File: src/rtl/cpu_pkg.sv
`default_nettype none
// ============================================================================
// Module   : cpu_pkg
// Purpose  : Shared constants and types for the CPU front end.
//            - default reset PC and NOP instruction word
//            - fetch FSM state encoding
//            - IF/ID entry type (PC + instruction), also used by the skid buffer
// Revision : 1.0 - initial release
// ============================================================================
package cpu_pkg;

  localparam logic [15:0] DEFAULT_RESET_PC = 16'h0000;
  localparam logic [15:0] DEFAULT_NOP_INST = 16'h0000;

  // Fetch FSM state encoding
  localparam int FETCH_STATE_W = 2;
  typedef logic [FETCH_STATE_W-1:0] fetch_state_t;

  localparam fetch_state_t FETCH_IDLE = 2'd0;  // no request outstanding
  localparam fetch_state_t FETCH_WAIT = 2'd1;  // request outstanding, response wanted
  localparam fetch_state_t FETCH_HOLD = 2'd2;  // response parked in skid buffer
  localparam fetch_state_t FETCH_DROP = 2'd3;  // request outstanding, response discarded

  typedef struct packed {
    logic [15:0] pc;
    logic [15:0] inst;
  } ifid_entry_t;

endpackage
`default_nettype wire

File: src/rtl/if_id_reg.sv
`default_nettype none
// ============================================================================
// Module   : if_id_reg
// Purpose  : IF/ID pipeline register. Priority: reset > flush > stall > load.
//            When neither stalled nor loaded, the entry is marked invalid so a
//            consumed instruction is never presented to decode twice.
// Ports    : clk, reset_n        - clock, synchronous active-low reset
//            load, pc_in, inst_in - new entry from fetch
//            stall, flush         - hazard controls
//            pcD, instD, validD   - decode-side view of the entry
// Revision : 1.0 - initial release
// ============================================================================
module if_id_reg
  import cpu_pkg::*;
#(
  parameter logic [15:0] NOP_INST = DEFAULT_NOP_INST
) (
  input  logic        clk,
  input  logic        reset_n,
  input  logic        load,
  input  logic        stall,
  input  logic        flush,
  input  logic [15:0] pc_in,
  input  logic [15:0] inst_in,
  output logic [15:0] pcD,
  output logic [15:0] instD,
  output logic        validD
);

  always_ff @(posedge clk) begin
    if (!reset_n) begin
      pcD    <= 16'h0000;
      instD  <= NOP_INST;
      validD <= 1'b0;
    end else if (flush) begin
      // Bubble: pcD intentionally left alone
      instD  <= NOP_INST;
      validD <= 1'b0;
    end else if (stall) begin
      // hold everything
    end else if (load) begin
      pcD    <= pc_in;
      instD  <= inst_in;
      validD <= 1'b1;
    end else begin
      validD <= 1'b0;
    end
  end

endmodule
`default_nettype wire

File: src/rtl/fetch_stage.sv
`default_nettype none
// ============================================================================
// Module   : fetch_stage
// Purpose  : Instruction fetch stage: PC, fetch FSM, one-entry skid buffer and
//            the IF/ID register. At most one memory request outstanding.
// Ports    : clk, reset_n              - clock, synchronous active-low reset
//            stallF, stallD, flushD    - hazard unit controls
//            InstBranch, branch_target - taken-branch redirect
//            imem_req, imem_addr       - instruction memory request
//            imem_ready, imem_rdata    - instruction memory response
//            pcD, instD, validD        - instruction handed to decode
// Revision : 1.0 - initial release
// ============================================================================
module fetch_stage
  import cpu_pkg::*;
#(
  parameter logic [15:0] RESET_PC = DEFAULT_RESET_PC,
  parameter logic [15:0] NOP_INST = DEFAULT_NOP_INST
) (
  input  logic        clk,
  input  logic        reset_n,
  input  logic        stallF,
  input  logic        stallD,
  input  logic        flushD,
  input  logic        InstBranch,
  input  logic [15:0] branch_target,
  output logic        imem_req,
  output logic [15:0] imem_addr,
  input  logic        imem_ready,
  input  logic [15:0] imem_rdata,
  output logic [15:0] pcD,
  output logic [15:0] instD,
  output logic        validD
);

  fetch_state_t state;
  fetch_state_t state_next;

  logic [15:0]  pcF;
  logic [15:0]  drop_addr;   // address of the request being discarded
  ifid_entry_t  skid;
  logic         skid_valid;

  logic         resp_take;   // accepted response in WAIT (not redirected)
  logic         skid_release;
  logic         ifid_load;
  ifid_entry_t  ifid_in;

  assign resp_take    = (state == FETCH_WAIT) && imem_ready && !InstBranch;
  assign skid_release = (state == FETCH_HOLD) && skid_valid && !stallD && !InstBranch;
  assign ifid_load    = (resp_take && !stallD) || skid_release;
  assign ifid_in      = (state == FETCH_HOLD) ? skid : '{pc: pcF, inst: imem_rdata};

  // --------------------------------------------------------------------------
  // FSM: state register
  // --------------------------------------------------------------------------
  always_ff @(posedge clk) begin
    if (!reset_n) begin
      state <= FETCH_IDLE;
    end else begin
      state <= state_next;
    end
  end

  // --------------------------------------------------------------------------
  // FSM: next-state logic
  // --------------------------------------------------------------------------
  always_comb begin
    state_next = state;
    case (state)
      FETCH_IDLE: begin
        if (!stallF) state_next = FETCH_WAIT;
      end
      FETCH_WAIT: begin
        if (InstBranch) begin
          // The in-flight request belongs to the wrong path
          state_next = imem_ready ? FETCH_IDLE : FETCH_DROP;
        end else if (imem_ready) begin
          if (stallD)      state_next = FETCH_HOLD;
          else if (stallF) state_next = FETCH_IDLE;
          else             state_next = FETCH_WAIT;
        end
      end
      FETCH_HOLD: begin
        if (InstBranch || !stallD) state_next = FETCH_IDLE;
      end
      FETCH_DROP: begin
        if (imem_ready) state_next = FETCH_IDLE;
      end
      default: state_next = FETCH_IDLE;
    endcase
  end

  // --------------------------------------------------------------------------
  // FSM: outputs
  // --------------------------------------------------------------------------
  always_comb begin
    imem_req  = (state == FETCH_WAIT) || (state == FETCH_DROP);
    // pcF already points at the branch target while DROP waits out the old
    // request, so the old address is replayed to keep the request stable.
    imem_addr = (state == FETCH_DROP) ? drop_addr : pcF;
  end

  // --------------------------------------------------------------------------
  // PC, drop address and skid buffer
  // --------------------------------------------------------------------------
  always_ff @(posedge clk) begin
    if (!reset_n) begin
      pcF        <= RESET_PC;
      drop_addr  <= RESET_PC;
      skid       <= '{pc: 16'h0000, inst: NOP_INST};
      skid_valid <= 1'b0;
    end else begin
      if (InstBranch) begin
        pcF <= branch_target;
      end else if (resp_take) begin
        pcF <= pcF + 16'h0001;  // wraps naturally at 16 bits
      end

      if ((state == FETCH_WAIT) && InstBranch && !imem_ready) begin
        drop_addr <= pcF;
      end

      if (resp_take && stallD) begin
        skid       <= '{pc: pcF, inst: imem_rdata};
        skid_valid <= 1'b1;
      end else if ((state == FETCH_HOLD) && (InstBranch || !stallD)) begin
        skid_valid <= 1'b0;
      end
    end
  end

  // --------------------------------------------------------------------------
  // IF/ID register
  // --------------------------------------------------------------------------
  if_id_reg #(
    .NOP_INST (NOP_INST)
  ) u_if_id_reg (
    .clk     (clk),
    .reset_n (reset_n),
    .load    (ifid_load),
    .stall   (stallD),
    .flush   (flushD),
    .pc_in   (ifid_in.pc),
    .inst_in (ifid_in.inst),
    .pcD     (pcD),
    .instD   (instD),
    .validD  (validD)
  );

endmodule
`default_nettype wire

File: config.mk
export PLATFORM = sky130hd
export DESIGN_NAME = fetch_stage
export DESIGN_NICKNAME = d
export VERILOG_FILES = /design/src/rtl/cpu_pkg.sv /design/src/rtl/if_id_reg.sv /design/src/rtl/fetch_stage.sv
export SDC_FILE = /design/constraint.sdc
export NUM_CORES = 1
export LEC_CHECK = 0
export CORE_ASPECT_RATIO = 0.75
export CORE_MARGIN = 4
export CORE_UTILIZATION = 47
export DETAILED_ROUTE_END_ITERATION = 16
export HOLD_SLACK_MARGIN = 0.06
export PLACE_DENSITY = 0.84
export SYNTH_ARGS = -nofsm -noshare
export SYNTH_HDL_FRONTEND = slang
export SYNTH_SLANG_ARGS = --single-unit
export TNS_END_PERCENT = 30
File: constraint.sdc
create_clock -name clk -period 1.9 [get_ports clk]
set_input_delay 0.57 -clock clk [delete_from_list [all_inputs] [get_ports clk]]
set_output_delay 0.57 -clock clk [all_outputs]
set_load 0.03 [all_outputs]
==> impl_metrics.py <==
metrics = {
    "placed_design": {
        "dp_cells": 717,
        "preCtsSetupSlack_ns": -0.487,
        "placed_cell_area_um2": 5720,
        "io_buffers": 88,
        "hpwl_mm": 8.16,
        "gp_congestion": 0.827,
    },
    "final_layout": {
        "fillers": 741,
        "antenna_cells": 0,
        "area_delta_synth_final_pct": 36.5,
        "final_area_um2": 6210,
        "fin_nets": 643,
        "drive_gt1_share_pct": 18.3,
        "fin_cells": 736,
        "final_core_util_pct": 67.3,
    },
    "clock_network": {
        "clock_latency_ns": 0.35,
        "cts_root_buf": "clkbuf_16",
        "clock-sinks": 100,
        "cts_made_buffers": 9,
        "h-tree-depth": 3,
        "cts_tree": "yes",
        "clk_pin_slew_ns": 0.07,
        "clockBufferDepth": 2,
    },
    "global_route": {
        "grt_usage_pct": 21.5,
        "antenna_found_initial": 0,
        "grt_overflow": 0,
        "grt_max_degree": 46,
        "grt_pass1_vias": 3914,
        "grt_pass1_wl_mm": 19.5,
    },
    "run": {
        "cap_violations": 0,
    },
    "sta": {
        "setup_viol": 16,
        "relSlewSlack_pct": 72.4,
        "worst_pin_slew_ns": 0.415,
        "grt_setup_unrepaired": "true",
        "whs_ns": 0.459,
        "hold_viol_final": 0,
        "skew_ns": 0.00626,
        "finalWorstSetupSlack_ns": -0.110,
        "min_period_over_period_pct": 106,
        "post-route-min-period_ns": 2.01,
        "fmax_ghz": 0.498,
        "maxSlewViolCount": 0,
    },
    "hold_path": {
        "hp-class": "reg -> reg",
    },
    "pwr": {
        "power.static_leakage_uw": 0.00284,
        "pwr_density_cell_nw_per_um2": 752,
        "ir_drop_mv": 0.494,
    },
    "logic_synthesis": {
        "synthCells": 509,
        "synth.avg_cell_area_um2": 8.95,
        "ys_types": 41,
        "synth-seq-cells": 100,
        "async_flop_share_pct": 0,
        "synthesis.nets": 549,
        "synth_enable_flop_cells": 0,
        "ys.flop_type": "dfxtp_1",
        "yosysSeqAreaShare_pct": 44.0,
        "yosys_warnings": 0,
        "synth_area_um2": 4550,
    },
    "setup_path": {
        "critical_path_class": "reg -> out",
        "endpoint_kind": "output port",
        "crit_required_ns": 1.33,
        "cp_max_fo": 8,
        "startpoint_type": "flip-flop",
        "arrival_ns": 1.44,
    },
    "drt": {
        "drt-total-wl_mm": 11.9,
        "wire_per_inst_um": 16.2,
        "via_count": 3988,
        "drtPass1Iterations": 5,
        "ant_nets": 0,
        "via_per_inst": 5.42,
        "remaining_drc_errors": 0,
        "drtIter0Drc": 321,
    },
    "die": {
        "dieHeight_um": 93.2,
        "core_um2": 9230,
        "rows": 30,
        "io_pins": 89,
        "die_area_um2": 11300,
        "die_x_um": 122,
        "start_util_pct": 49.3,
    },
    "status": {
        "status": "finished, violations left",
        "violations": "setup timing",
    },
}
where the power goes:
part	internal (µW)	leakage (µW)	switching (µW)
combinational	297	0.00188	302
sequential	2140	0.000812	55.2
clock	1040	0.000148	837
total	3480	0.00284	1190
layout make-up:
type | count | area [µm²] | area share (%)
clock buffers | 9 | 225 | 3.62
clock inverters | 7 | 83.8 | 1.35
inverters | 1 | 3.75 | 0.0604
multi-input cells | 361 | 2450 | 39.4
flip-flops and latches | 100 | 2010 | 32.3
well taps | 128 | 160 | 2.58
repair buffers | 130 | 1280 | 20.6
synth_stat cells, types with 2 or more instances:
cell type  number  share of area (%)
mux2i_1        33                7.3
xnor2_1         4               0.77
or4_1           3               0.49
o21ai_0        21                2.3
o211a_1        16                3.5
nand3_1         5               0.55
and4_1          2               0.38
dfxtp_1       100                 44
a21oi_1        11                1.2
nor2b_1         3               0.41
nand3b_4        2               0.88
clkbuf_1       20                1.6
nand4_1         2               0.27
or3_1           2               0.27
mux2_2         16                4.0
a31oi_1         5               0.69
a21boi_0       47                7.7
and3_1          2               0.27
nor2_1         18                1.5
nor3_1          2               0.22
a21boi_1        3               0.49
xor2_1          6                1.2
nand2_1       125                 10
a211oi_1       16                2.6
buf_4           2               0.33
o31ai_1         3               0.49
buf_2          23                2.5
and2_1          3               0.41
nand2b_1        2               0.27
final timing paths:
kind	slack [ns]	cells past startpoint	startpoint	endpoint
worst min-delay path	0.46	2	skid[30]	skid[30]
worst max-delay path	-0.11	4	state[1]	imem_addr[15]
worst min register to register	0.46	2	skid[30]	skid[30]
worst max register to register	0.07	8	state[1]	u_if_id_reg.instD[7]
routing by layer:
metal / global-route usage [%] / share of wire (%) / up-vias
met5: 0 / 0 / -
met4: 5.97 / 1.2 / 0
met3: 5.62 / 7.3 / 16
met2: 33.3 / 45 / 145
met1: 29.6 / 46 / 1877
li1: - / - / 1950
worst max-delay path, stage by stage, from the launching register on:
cell	delay [ns]
dfxtp_4	0.37
nand2_8	0.09
buf_12	0.15
mux2_4	0.34
buf_12	0.14
state kept, by name (all words and copies together), names as in the netlist:
register / count
u_if_id_reg.pcD: 16
u_if_id_reg.validD: 1
skid_valid: 1
pcF: 16
u_if_id_reg.instD: 16
skid: 32
state: 2
drop_addr: 16
what timing repair did:
item | in CTS | in global routing
resized for setup | 75 | 16
gates cloned | 1 | 0
setup buffers | 2 | 0
pin swaps | 2 | 9
endpoints found under the setup margin | 125 | 38
hold buffers | 0 | 0
through the flow:
step,total power (µW),setup TNS [ns]
floorplan,2530,-0.111
global placement,2770,-32.01
detailed placement,2790,-36.18
CTS,4680,-1.40
global route,4830,-1.85
finish,4670,-1.26
cell families (layout without fill, tap and decap cells):
| group | after synthesis | count (layout) | share of synthesized area, % |
|---|---|---|---|
| AOI/OAI and AO/OA | 124 | 124 | 20.0 |
| and+or+nand+nor | 177 | 177 | 17.7 |
| buffers and inverters | 48 | 147 | 4.92 |
| DFF | 100 | 100 | 44.0 |
| xor gates and xnor gates | 10 | 10 | 1.92 |
| muxes | 49 | 49 | 11.2 |
| adders and majority gates | 1 | 1 | 0.275 |
cell usage in the layout, fill, tap and decap left out, types with 12 or more instances in the layout:
cell,instances
o211a_1,16
dlygate4sd2_1,34
mux2i_1,33
a211oi_1,12
clkdlybuf4s50_1,36
buf_4,31
o21ai_0,21
a21boi_0,46
nand2_1,123
nor2_1,18
dfxtp_1,98
buf_6,19
mux2_4,16
Note: power is estimated with default switching activity, not from simulation.
